$ cat src/rtl/master_port_rw_if.sv
// Local request/response and serial system-bus signals of the read/write master port.
// The master modport is the port's own view; slave is the view of whoever drives it.
interface master_port_rw_if #(
  parameter int ADDR_W = 16,
  parameter int DATA_W = 8
);
  logic              m_valid;
  logic              m_ready;
  logic              m_write;
  logic [ADDR_W-1:0] m_addr;
  logic [DATA_W-1:0] m_wdata;
  logic              m_rsp_valid;
  logic [DATA_W-1:0] m_rdata;
  logic              m_err;
  logic              mp_breq;
  logic              mp_bgnt;
  logic              mp_mode;
  logic              mp_addr;
  logic              mp_wdata;
  logic              mp_valid;
  logic              mp_ready;
  logic              mp_rdata;
  logic              mp_rvalid;

  modport master (
    input  m_valid, m_write, m_addr, m_wdata, mp_bgnt, mp_ready, mp_rdata, mp_rvalid,
    output m_ready, m_rsp_valid, m_rdata, m_err, mp_breq, mp_mode, mp_addr, mp_wdata, mp_valid
  );

  modport slave (
    output m_valid, m_write, m_addr, m_wdata, mp_bgnt, mp_ready, mp_rdata, mp_rvalid,
    input  m_ready, m_rsp_valid, m_rdata, m_err, mp_breq, mp_mode, mp_addr, mp_wdata, mp_valid
  );
endinterface

$ cat src/rtl/master_port_rw.sv
// Read/write serial bus master port: takes one local request, wins the bus, shifts the
// address out, then shifts write data out or read data in, and returns a one-cycle response.
module master_port_rw #(
  parameter int ADDR_W  = 16,
  parameter int DATA_W  = 8,
  parameter int TIMEOUT = 64
) (
  input logic              clk,
  input logic              rst,
  master_port_rw_if.master bus
);
  localparam int MAXW = (ADDR_W > DATA_W) ? ADDR_W : DATA_W;
  localparam int CW   = $clog2(MAXW + 1);
  localparam int SW   = (TIMEOUT > 0) ? $clog2(TIMEOUT + 1) : 1;
  localparam logic [CW-1:0] A_LAST = CW'(ADDR_W - 1);
  localparam logic [CW-1:0] D_LAST = CW'(DATA_W - 1);
  localparam logic [SW-1:0] S_LAST = SW'((TIMEOUT > 0) ? TIMEOUT - 1 : 0);

  typedef enum logic [2:0] {IDLE, REQ, ADDR, WDATA, RDATA, DONE} state_e;

  state_e            state_q, state_d;
  logic [ADDR_W-1:0] addr_sh;
  logic [DATA_W-1:0] data_sh;
  logic [DATA_W-1:0] rdata_sh;
  logic [CW-1:0]     bit_cnt;
  logic [SW-1:0]     stall_cnt;
  logic              mode_q;
  logic              err_q;

  logic idle_rdy, accept, tx_phase, progress, stall, timeout_hit, own_bus;

  assign idle_rdy    = (state_q == IDLE) && !rst;
  assign accept      = idle_rdy && bus.m_valid;
  assign tx_phase    = (state_q == ADDR) || (state_q == WDATA);
  assign progress    = (tx_phase && bus.mp_ready) || ((state_q == RDATA) && bus.mp_rvalid);
  assign stall       = (tx_phase || (state_q == RDATA)) && !progress;
  // Progress and the final stall are mutually exclusive, so a stall alone decides the abort.
  assign timeout_hit = (TIMEOUT != 0) && stall && (stall_cnt == S_LAST);

  always_comb begin
    state_d = state_q;
    unique case (state_q)
      IDLE:    if (accept) state_d = REQ;
      REQ:     if (bus.mp_bgnt) state_d = ADDR;
      ADDR: begin
        if (progress && (bit_cnt == A_LAST)) state_d = mode_q ? WDATA : RDATA;
        else if (timeout_hit)                state_d = DONE;
      end
      WDATA, RDATA: if ((progress && (bit_cnt == D_LAST)) || timeout_hit) state_d = DONE;
      DONE:    state_d = IDLE;
      default: state_d = IDLE;
    endcase
  end

  always_ff @(posedge clk) begin
    if (rst) begin
      state_q   <= IDLE;
      addr_sh   <= '0;
      data_sh   <= '0;
      rdata_sh  <= '0;
      bit_cnt   <= '0;
      stall_cnt <= '0;
      mode_q    <= 1'b0;
      err_q     <= 1'b0;
    end else begin
      state_q <= state_d;
      if (accept) begin
        addr_sh  <= bus.m_addr;
        data_sh  <= bus.m_wdata;
        mode_q   <= bus.m_write;
        rdata_sh <= '0;
        err_q    <= 1'b0;
      end
      if ((state_q == ADDR) && progress)  addr_sh  <= addr_sh << 1;
      if ((state_q == WDATA) && progress) data_sh  <= data_sh << 1;
      if ((state_q == RDATA) && progress) rdata_sh <= {rdata_sh[DATA_W-2:0], bus.mp_rdata};
      if (timeout_hit) err_q <= 1'b1;
      // Both counters restart on every state change so each phase counts from zero.
      if (state_d != state_q) bit_cnt <= '0;
      else if (progress)      bit_cnt <= bit_cnt + CW'(1);
      if ((state_d != state_q) || !stall) stall_cnt <= '0;
      else                                stall_cnt <= stall_cnt + SW'(1);
    end
  end

  assign own_bus         = (state_q == REQ) || (state_q == ADDR) || (state_q == WDATA) || (state_q == RDATA);
  assign bus.m_ready     = idle_rdy;
  assign bus.m_rsp_valid = (state_q == DONE);
  assign bus.m_err       = (state_q == DONE) && err_q;
  assign bus.m_rdata     = ((state_q == DONE) && !mode_q && !err_q) ? rdata_sh : '0;
  assign bus.mp_breq     = own_bus;
  assign bus.mp_mode     = own_bus && mode_q;
  assign bus.mp_valid    = tx_phase;
  assign bus.mp_addr     = (state_q == ADDR) && addr_sh[ADDR_W-1];
  assign bus.mp_wdata    = (state_q == WDATA) && data_sh[DATA_W-1];
endmodule
$ cat src/flat_wrapper.sv
// flat-port wrapper written by rule: the top's interface ports become plain ports
module master_port_rw_flat 
#(
  parameter int ADDR_W  = 16,
  parameter int DATA_W  = 8,
  parameter int TIMEOUT = 64
)
  (clk, rst, bus_m_valid, bus_m_write, bus_m_addr, bus_m_wdata, bus_mp_bgnt, bus_mp_ready, bus_mp_rdata, bus_mp_rvalid, bus_m_ready, bus_m_rsp_valid, bus_m_rdata, bus_m_err, bus_mp_breq, bus_mp_mode, bus_mp_addr, bus_mp_wdata, bus_mp_valid);
  master_port_rw_if #(.ADDR_W(ADDR_W), .DATA_W(DATA_W)) bus_i ();
  input logic clk;
  input logic rst;
  input wire logic [$bits(bus_i.m_valid)-1:0] bus_m_valid;
  input wire logic [$bits(bus_i.m_write)-1:0] bus_m_write;
  input wire logic [$bits(bus_i.m_addr)-1:0] bus_m_addr;
  input wire logic [$bits(bus_i.m_wdata)-1:0] bus_m_wdata;
  input wire logic [$bits(bus_i.mp_bgnt)-1:0] bus_mp_bgnt;
  input wire logic [$bits(bus_i.mp_ready)-1:0] bus_mp_ready;
  input wire logic [$bits(bus_i.mp_rdata)-1:0] bus_mp_rdata;
  input wire logic [$bits(bus_i.mp_rvalid)-1:0] bus_mp_rvalid;
  output wire logic [$bits(bus_i.m_ready)-1:0] bus_m_ready;
  output wire logic [$bits(bus_i.m_rsp_valid)-1:0] bus_m_rsp_valid;
  output wire logic [$bits(bus_i.m_rdata)-1:0] bus_m_rdata;
  output wire logic [$bits(bus_i.m_err)-1:0] bus_m_err;
  output wire logic [$bits(bus_i.mp_breq)-1:0] bus_mp_breq;
  output wire logic [$bits(bus_i.mp_mode)-1:0] bus_mp_mode;
  output wire logic [$bits(bus_i.mp_addr)-1:0] bus_mp_addr;
  output wire logic [$bits(bus_i.mp_wdata)-1:0] bus_mp_wdata;
  output wire logic [$bits(bus_i.mp_valid)-1:0] bus_mp_valid;
  assign bus_i.m_valid = bus_m_valid;
  assign bus_i.m_write = bus_m_write;
  assign bus_i.m_addr = bus_m_addr;
  assign bus_i.m_wdata = bus_m_wdata;
  assign bus_i.mp_bgnt = bus_mp_bgnt;
  assign bus_i.mp_ready = bus_mp_ready;
  assign bus_i.mp_rdata = bus_mp_rdata;
  assign bus_i.mp_rvalid = bus_mp_rvalid;
  assign bus_m_ready = bus_i.m_ready;
  assign bus_m_rsp_valid = bus_i.m_rsp_valid;
  assign bus_m_rdata = bus_i.m_rdata;
  assign bus_m_err = bus_i.m_err;
  assign bus_mp_breq = bus_i.mp_breq;
  assign bus_mp_mode = bus_i.mp_mode;
  assign bus_mp_addr = bus_i.mp_addr;
  assign bus_mp_wdata = bus_i.mp_wdata;
  assign bus_mp_valid = bus_i.mp_valid;
  master_port_rw #(.ADDR_W(ADDR_W), .DATA_W(DATA_W), .TIMEOUT(TIMEOUT)) u_core (.clk(clk), .rst(rst), .bus(bus_i));
endmodule
$ cat config.mk
export PLATFORM = sky130hd
export DESIGN_NAME = master_port_rw_flat
export DESIGN_NICKNAME = d
export VERILOG_FILES = /design/src/rtl/master_port_rw_if.sv /design/src/rtl/master_port_rw.sv /design/src/flat_wrapper.sv
export SDC_FILE = /design/constraint.sdc
export NUM_CORES = 1
export LEC_CHECK = 0
export CELL_PAD_IN_SITES_DETAIL_PLACEMENT = 1
export CELL_PAD_IN_SITES_GLOBAL_PLACEMENT = 1
export CORE_MARGIN = 2
export CORE_UTILIZATION = 41
export DETAILED_ROUTE_END_ITERATION = 6
export MAX_ROUTING_LAYER = met4
export PLACE_DENSITY = 0.81
export SYNTH_ARGS = -nofsm -noshare
export SYNTH_HDL_FRONTEND = slang
export SYNTH_SLANG_ARGS = --single-unit
$ cat constraint.sdc
create_clock -name clk -period 3.1 [get_ports clk]
set_input_delay 0.31 -clock clk [delete_from_list [all_inputs] [get_ports clk]]
set_output_delay 0.31 -clock clk [all_outputs]
set_load 0.01 [all_outputs]
==> results.toml <==
[status]
outcome = "complete, no violations"

[sta]
grt_setup_unrepaired = "false"
drv_slew = 0
whs_ns = 0.4495
fin_crit_ns = 2.585
maxSlewHeadroom = 0.5148
tns_ns = 0
skew_ns = 0.004764
max_clock_freq_mhz = 386.9
post-route-period-util = 0.8338
finalSetupViolations = 0
finalHoldViolations = 0
worst_pin_slew_ns = 0.7261

[drt]
wirelength_um = 6131
vias = 2174
wl_per_cell_um = 15.56
drt_iter0_drc = 81
drt-pass1-iter-count = 4
ant_nets = 0
remaining_drc_errors = 0
vias_per_cell = 5.518

[clock_tree]
cts_setup_buffers = 0
cts_resized = 0
cts_buffers = 5
cts.sinks = 49
clk_pin_slew_worst_paths_ns = 0.09
h-tree-depth = 2
cts_tree = "built"
clock_latency_ns = 0.30
clockBufferDepth = 2
holdBufCountCts = 0
cts_root_buf = "clkbuf_8"

[synth]
yosysUniqueCellTypes = 48
synth-seq-area-share = 0.4124
synth_top_cell_by_area = "dfxtp_1"
syn_area_per_cell_sq_um = 8.435
async_flop_share = 0
yosysWarnings = 0
synth_area_sq_um = 2379
synthFlopType = "dfxtp_1"
syn_inst = 282
synth_top_area_frac = 0.4124
yosysMostFrequentCell = "dfxtp_1"
synth.net_count = 317
synth_top_cells_by_count = "dfxtp_1, nor2_1, nand2_1"
synthTopCellsByArea = "dfxtp_1, nor2_1, nand2_1"
synth.ff_latch_count = 49
synth_edf_count = 0

[critical_path]
r2r_cells = 5
reg2reg_to = "u_core.addr_sh[10]$_SDFFE_PP0P_"
required_ns = 2.79
crit_type = "reg -> out"
arrival_ns = 2.27
path_cells = "and3_1, nor3b_1, buf_4, and2_1, clkdlybuf4s50_1"
ff2ff_setup_slack_ns = 0.71
worstSetupStartpointType = "flop"
critPathBufInv = 2
max_stage_delay_ns = 0.66
cp_max_fo = 14
cp_slowest_cell = "dfxtp_1"
crit_path_end_kind = "output pin"
reg2reg_from = "u_core.state_q[1]$_SDFF_PP0_"
crit_family = "buffers and inverters"

[global_route]
grt-ovfl-total = 0
grt_pass1_wl_um = 10070
gr-usage-all-layers = 0.2047
grt_max_degree = 41
grt_pass1_vias = 2122
antenna_found_initial = 0

[hold_path]
hold-path-cell-count = 1
holdPathEnd = "u_core.stall_cnt[0]$_SDFF_PP0_"
min_path_type = "reg -> reg"
min_from = "u_core.stall_cnt[0]$_SDFF_PP0_"

[finish]
final_layout_size_suffix_gt1_frac = 0.06522
antenna_cells = 0
area_delta_synth_final_pct = 25.51
nets = 356

[die]
ios = 48
die-area_sq_um = 6426
die_width_um = 80.17
start_util = 0.4293
rows = 27
fp.coreArea_sq_um = 5540
die_h_um = 80.17

[placed_design]
place.gp.congestion = 0.8225
place.port_buffers = 47
dpl.hpwl_um = 4302

[power_and_ir_drop]
vdd_drop_max_uv = 225.4
p_leak_nw = 1.105
p_per_area_nw_per_um2 = 419.5

[run]
cap_violations = 0
==> worst max-delay path by stage <==
stage                                    from                              end  slack [ns]  cells after the start
6_report         u_core.state_q[2]$_SDFF_PP0_                   bus_m_rdata[3]        0.52                      5
5_1_grt          u_core.state_q[2]$_SDFF_PP0_                   bus_m_rdata[3]        0.38                      5
4_1_cts          u_core.state_q[2]$_SDFF_PP0_                   bus_m_rdata[3]        0.51                      5
3_5_place_dp                    bus_mp_rvalid  u_core.addr_sh[10]$_SDFFE_PP0P_        0.61                      6
3_3_place_gp                              rst  u_core.addr_sh[14]$_SDFFE_PP0P_        0.68                      6
2_1_floorplan  u_core.bit_cnt[0]$_SDFFE_PP0N_   u_core.bit_cnt[4]$_SDFFE_PP0N_        1.14                      8
==> worst reg2reg max path: cells and delay by family, from the launching register on <==
family                 cells  cell delay (ns)
AO/OA/AOI/OAI              2             0.64
buffers and inverters      1             0.30
flip-flops                 1             0.55
AND/OR/NAND/NOR            2             0.81
==> power by group <==
group	internal, mW	total (mW)	leakage (nW)	switching [mW]
logic	0.0625	0.117	0.649	0.0546
registers	0.646	0.657	0.398	0.0109
clock network	0.263	0.479	0.0585	0.215
total	0.972	1.25	1.10	0.281
==> through the flow <==
step	setup slack [ns]	cells	area [sq um]	util	total power, mW
floorplan	1.138	282	2379	-	0.7288
global placement	0.6844	386	2869	0.5178	0.7863
detailed placement	0.6078	386	2869	0.5178	0.7891
CTS	0.5101	394	2985	0.5388	1.261
global route	0.3752	394	2985	0.5388	1.299
finish	0.5153	394	2985	0.5388	1.252
==> layout by cell type (no fill, tap or decap), drive strengths merged, types with 2 or more instances in the layout <==
cell type	instances
dfxtp	49
clkdlybuf4s50	47
nor2	43
nand2	42
a311oi	15
and2	11
a21oi	11
a22oi	11
inv	8
nand3	8
a211oi	7
clkbuf	7
and3	6
xnor2	5
mux2i	5
buf	5
xor2	4
nor3	3
ha	3
nor2b	2
a21o	2
nand3b	2
a32oi	2
nor3b	2
o21ai	2
a31o	2
==> routing by layer <==
layer,share of wire,track usage
met4,0.012,0.05593
met2,0.47,0.3267
met5,0,-
met1,0.48,0.2615
met3,0.042,0.04719
==> area by class of cell <==
cell class	instances	area, sq um
well taps	72	90.09
clock inverters	1	30.03
clock buffers	7	86.33
multi-input cells	205	1260
fillers	667	2555
repair buffers	52	508.0
inverters	8	30.03
flip-flops and latches	49	980.9
==> flip-flops by register name (all words and copies together), names as in the netlist <==
register	flops
u_core.addr_sh	16
u_core.bit_cnt	5
u_core.data_sh	8
u_core.err_q	1
u_core.mode_q	1
u_core.rdata_sh	8
u_core.stall_cnt	7
u_core.state_q	3
==> kinds of logic (layout without fill, tap and decap cells) <==
| family | after synthesis | after routing | share of synthesized area |
|---|---|---|---|
| simple gates | 128 | 128 | 0.2588 |
| compound gates | 60 | 60 | 0.2009 |
| flops | 49 | 49 | 0.4124 |
| buf+inv | 28 | 68 | 0.05787 |
| xor+xnor | 9 | 9 | 0.03314 |
| mux | 5 | 5 | 0.02104 |
| fa+ha+maj | 3 | 3 | 0.01578 |
(Power assumes the default switching activity.)
==> RTL change 1: new RTL, same flow settings <==
`TIMEOUT` is set to 64 in 2 places; all go to 32.
--- a/src/rtl/master_port_rw.sv
+++ b/src/rtl/master_port_rw.sv
@@ -3,7 +3,7 @@
 module master_port_rw #(
   parameter int ADDR_W  = 16,
   parameter int DATA_W  = 8,
-  parameter int TIMEOUT = 64
+  parameter int TIMEOUT = 32
 ) (
   input logic              clk,
   input logic              rst,
--- a/src/flat_wrapper.sv
+++ b/src/flat_wrapper.sv
@@ -3,7 +3,7 @@
 #(
   parameter int ADDR_W  = 16,
   parameter int DATA_W  = 8,
-  parameter int TIMEOUT = 64
+  parameter int TIMEOUT = 32
 )
   (clk, rst, bus_m_valid, bus_m_write, bus_m_addr, bus_m_wdata, bus_mp_bgnt, bus_mp_ready, bus_mp_rdata, bus_mp_rvalid, bus_m_ready, bus_m_rsp_valid, bus_m_rdata, bus_m_err, bus_mp_breq, bus_mp_mode, bus_mp_addr, bus_mp_wdata, bus_mp_valid);
   master_port_rw_if #(.ADDR_W(ADDR_W), .DATA_W(DATA_W)) bus_i ();
Formal check against the unedited RTL: same outputs for any inputs over 10 cycles, from zero or initial values and one cycle with rst high; that may be too few to reach the edited logic, so the function may still have changed.
==> RTL change 1 against the original RTL <==
  * Area after synthesis fell by 3.2%
  * Sequential cell count fell by 1
  * Routed wire length increased by 2.7%
  * Combinational power is 44% higher
  * Power down 3.5%
  * Worst setup slack worse by 0.22 ns
  * Final cell count rose by 0.51%
  * Via count down 0.37%
  * Register-to-register slack got worse by 0.23 ns
  * Design area is 1.0% lower
==> RTL change 1: results (changes against the original RTL) <==
| Metric | Value |
|---|---|
| Worst r2r src | `u_core.state_q[2]` |
| Top cells by area, synth | `dfxtp_1 42%, nand2_1 9.1%, a311oi_1 6.5%` |
| Slew headroom | `47.7% (-3.8 points)` |
| CTS Root Buffer Type | `clkbuf_8` |
| Cell internal pwr | `901 uW (-7.3%)` |
| First-pass GRT wire length | `10.7 mm (+5.8%)` |
| Largest net degree at the start of global routing | `22 (-46%)` |
| FF-to-FF setup slack | `0.48 ns (-0.23 ns)` |
| Reg-to-Reg End | `u_core.stall_cnt[1]` |
| Layout cell share with drive strength beyond 1 | `7.41% (+0.89 points)` |
| Nets@finish | `359 (+0.84%)` |
| Dpl hpwl | `4.29 mm (-0.35%)` |
| Worst Path Max Fanout | `11 (-3)` |
| Arrival time at the worst endpoint | `2.50 ns (+0.23 ns)` |
| Placer congestion estimate | `0.784 (-4.7%)` |
| 1st-iter DRT viols | `110 (+36%)` |
| Yosys warns | `0 (unchanged)` |
| Synth cell types | `41 (-15%)` |
| Final wirelength | `6.30 mm (+2.7%)` |
| Filler Cell Count | `681 (+2.1%)` |
| Setup ws final | `0.293 ns (-0.222 ns)` |
| Leak | `0.00105 uW (-5.2%)` |
| Max VDD drop | `0.224 mV (-0.45%)` |
| Status | `complete, no violations` |
| Total number of vias | `2,166 (-0.37%)` |
| Total nets after synthesis | `315 (-0.63%)` |
| Post-DP Area | `0.00286 mm^2 (-0.39%)` |
| Top cells by count, synth | `56 x nand2_1, 48 x dfxtp_1, 35 x nor2_1` |
| Total track usage | `21.8% (+1.3 points)` |
| Clk_skew | `0.0121 ns (+0.00734 ns)` |
| Sequential area share after synthesis | `41.7% (+0.48 points)` |
[RTL change 1: cell types whose count changed in the layout (fill, tap and decap cells not counted), sizes merged, moves of 3 or more]
cell | unedited run | this run
inv | 8 | 4
mux2i | 5 | 2
buf | 5 | 9
nor2 | 43 | 35
nand3 | 8 | 4
a211oi | 7 | 2
nor4 | 1 | 8
nand2 | 42 | 56
[RTL change 1: worst max-delay path, stage by stage, from the launching register on]
cell	delay, ns
dfxtp_1	0.57
inv_1	0.15
nor2_1	0.25
and2_1	0.18
nor3b_2	0.32
and2_1	0.19
clkdlybuf4s50_1	0.54
[RTL change 1: layout make-up]
type	instances	area share, %
inverters	4	0.508
multi-input cells	209	42.6
clock inverters	1	0.296
clock buffers	6	2.80
well taps	72	3.05
flip-flops and latches	48	32.5
repair buffers	56	18.2
[RTL change 1: worst min path at each step]
stage                      start                end  slack [ns]  cells past startpoint
3_3_place_gp   u_core.data_sh[7]  u_core.data_sh[7]        0.44                      2
4_1_cts        u_core.data_sh[7]  u_core.data_sh[7]        0.46                      2
2_1_floorplan       bus_mp_ready  u_core.addr_sh[0]        0.42                      1
3_5_place_dp   u_core.data_sh[7]  u_core.data_sh[7]        0.45                      2
6_report       u_core.data_sh[7]  u_core.data_sh[7]        0.46                      2
5_1_grt        u_core.data_sh[6]  u_core.data_sh[6]        0.50                      2
[RTL change 1: per-stage QoR]
stage / util, % / std cells
2_1_floorplan: - / 280
4_1_cts: 53.9 / 396
3_5_place_dp: 52.2 / 389
5_1_grt: 54.0 / 396
6_report: 54.0 / 396
3_3_place_gp: 52.2 / 389
[RTL change 1: cells by family after synthesis]
group           Yosys count  share of synthesized area (%)
xor+xnor                  8                           3.04
flops                    48                           41.7
compound gates           57                           20.5
fa+ha+maj                 3                           1.63
simple gates            139                           28.4
mux                       2                          0.869
buf+inv                  23                           3.86
[RTL change 1: power groups by stage]
stage | sequential (uW) | clock (uW) | combinational, uW
2_1_floorplan | 664 | 0 | 92.6
3_3_place_gp | 670 | 0 | 164
3_5_place_dp | 671 | 0 | 167
4_1_cts | 657 | 392 | 169
5_1_grt | 661 | 418 | 185
6_report | 657 | 383 | 169
[RTL change 1: timing repair]
| item | CTS | global route |
|---|---|---|
| resized for setup | 0 | 1 |
| setup endpoints to repair | 0 | 8 |
| buffers inserted | 0 | 0 |
[RTL change 1: layer usage]
| metal | GRT usage, % | up-vias | routed length (um) |
|---|---|---|---|
| met1 | 29.2 | 1030 | 3010 |
| met3 | 3.75 | 7 | 319 |
| met5 | - | - | 0 |
| li1 | - | 1076 | - |
| met4 | 7.24 | 0 | 85 |
| met2 | 33.6 | 53 | 2890 |
==> RTL change 2: new RTL, same settings <==
Without the edit above. The 6 states of `state_e` get a one-hot encoding in 6 bits.
--- a/src/rtl/master_port_rw.sv
+++ b/src/rtl/master_port_rw.sv
@@ -16,7 +16,7 @@
   localparam logic [CW-1:0] D_LAST = CW'(DATA_W - 1);
   localparam logic [SW-1:0] S_LAST = SW'((TIMEOUT > 0) ? TIMEOUT - 1 : 0);
 
-  typedef enum logic [2:0] {IDLE, REQ, ADDR, WDATA, RDATA, DONE} state_e;
+  typedef enum logic [5:0] {IDLE = 6'b000001, REQ = 6'b000010, ADDR = 6'b000100, WDATA = 6'b001000, RDATA = 6'b010000, DONE = 6'b100000} state_e;
 
   state_e            state_q, state_d;
   logic [ADDR_W-1:0] addr_sh;
Formal check against the unedited RTL: same outputs for any inputs over 10 cycles, from zero or initial values and one cycle with rst high; not proved beyond that.
==> RTL change 2 against the original RTL <==
  * Fmax is 10% lower
  * Sequential cell count increased by 3
  * Core utilization is 0.44 points lower
  * Design area grew 7.3%
  * Global-route usage rose by 0.33 points
  * Via count is 13% higher
  * Routed wire length is 8.9% higher
  * Combinational power increased by 5%
  * Worst setup slack worse by 0.30 ns
  * Power rose by 7.0%
  * Sequential share of layout area down 0.35 points
  * Area after synthesis up 8.5%
  * Clock skew about the same
==> RTL change 2: results (changes against the original RTL) <==
| Metric | Value |
|---|---|
| Final wirelength | `6.68 mm (+8.9%)` |
| Vias in the first global route | `2,546 (+20%)` |
| 1st-iter DRT viols | `130 (+60%)` |
| Layout cell share with drive strength beyond 1 | `6.65% (+0.13 points)` |
| Status | `complete, no violations` |
| FF-to-FF setup slack | `0.53 ns (-0.18 ns)` |
| Detailed Routing Iterations Pass 1 | `5 (+1)` |
| Clk_skew | `0.00509 ns (+0.000325 ns)` |
| Max VDD drop | `0.177 mV (-21%)` |
| Placer congestion estimate | `0.797 (-3.1%)` |
| Post-layout instance count excluding filler cells | `436 (+11%)` |
| Hold Path Stages | `2 (+1)` |
| Leak | `0.00114 uW (+3.4%)` |
| H-tree Lvls | `2 (unchanged)` |
| FFs w/ async S/R, synth | `0% (unchanged)` |
| Nets@finish | `395 (+11%)` |
| Worst Path Max Fanout | `13 (-1)` |
| M1 WL | `3.10 mm (+6.2%)` |
| Synth cell types | `43 (-10%)` |
| Cells after synthesis | `321 (+14%)` |
| Hold_sp | `u_core.rdata_sh[3]` |
| Dpl hpwl | `4.62 mm (+7.3%)` |
| GR Util met3 | `3.68% (-1.0 points)` |
| Top cells by area, synth | `dfxtp_1 40%, nand2_1 9.3%, a311oi_1 8.1%` |
| Post-DP Area | `0.00308 mm^2 (+7.2%)` |
| First-pass GRT wire length | `11.7 mm (+16%)` |
| GR Layer Usage met1 | `25.7% (-0.47 points)` |
| Placed Cells incl. Taps | `428 (+11%)` |
| Worst Setup Slack post-DPL | `0.587 ns (-0.0204 ns)` |
| Hold_ws | `0.473 ns (+0.0234 ns)` |
| Hold Path Sink | `u_core.rdata_sh[4]` |
| Via density | `5.61 (+1.7%)` |
| Reg-to-Reg End | `u_core.bit_cnt[4]` |
| Total nets after synthesis | `356 (+12%)` |
| Top cells by count, synth | `64 x nand2_1, 52 x dfxtp_1, 30 x nor2_1` |
| Worst r2r src | `u_core.bit_cnt[0]` |
| Largest net degree at the start of global routing | `43 (+4.9%)` |
| Sequential area share after synthesis | `40.3% (-0.91 points)` |
| Total track usage | `20.8% (+0.33 points)` |
| Slew @ Worst Pin | `0.748 ns (+0.0217 ns)` |
## RTL change 2: changes by cell type after synthesis, sizes merged, moves of 7 or more
cell | before | now
nand2 | 42 | 64
nor2 | 43 | 31
nor3 | 3 | 15
a22oi | 11 | 0
a311oi | 15 | 24
nand3 | 8 | 17
clkbuf | 7 | 14
## RTL change 2: worst max-delay path by stage
stage                            startpoint           endpoint  slack (ns)  cells past startpoint
after floorplan           u_core.state_q[5]  u_core.bit_cnt[0]        0.91                      8
after global placement    u_core.state_q[2]        bus_mp_mode        0.62                      6
after detailed placement  u_core.bit_cnt[0]  u_core.bit_cnt[4]        0.59                      8
after CTS                 u_core.state_q[2]        bus_mp_mode        0.22                      6
after global routing      u_core.state_q[2]        bus_mp_mode         0.1                      6
final                     u_core.state_q[2]        bus_mp_mode        0.21                      6
## RTL change 2: area by class of cell
class	count	area [um^2]
Tap cell	75	93.8
Inverter	4	15.0
Multi-Input combinational cell	242	1400
Sequential cell	52	1040
Clock inverter	1	30.0
Timing Repair Buffer	55	531
Fill cell	745	2790
Clock buffer	7	96.3
## RTL change 2: logic make-up after synthesis
logic type,Yosys count,share of synthesized area [%]
buf+inv,27,5.62
simple gates,172,32.8
fa+ha+maj,3,1.45
xor+xnor,10,3.39
mux,1,0.388
compound gates,56,16.0
flops,52,40.3
## RTL change 2: critical path, cell delays in order, from the launching register on
cell and delay (ns):
dfxtp_1 0.59, xor2_1 0.42, o211ai_1 0.13, a211oi_1 0.25, buf_4 0.18, and2_1 0.13, clkdlybuf4s50_1 0.55
## RTL change 2: report_power, final
part / internal [uW] / total, uW / switching (uW)
combinational: 63.3 / 123 / 59.4
clock: 285 / 516 / 231
sequential: 686 / 701 / 15.3
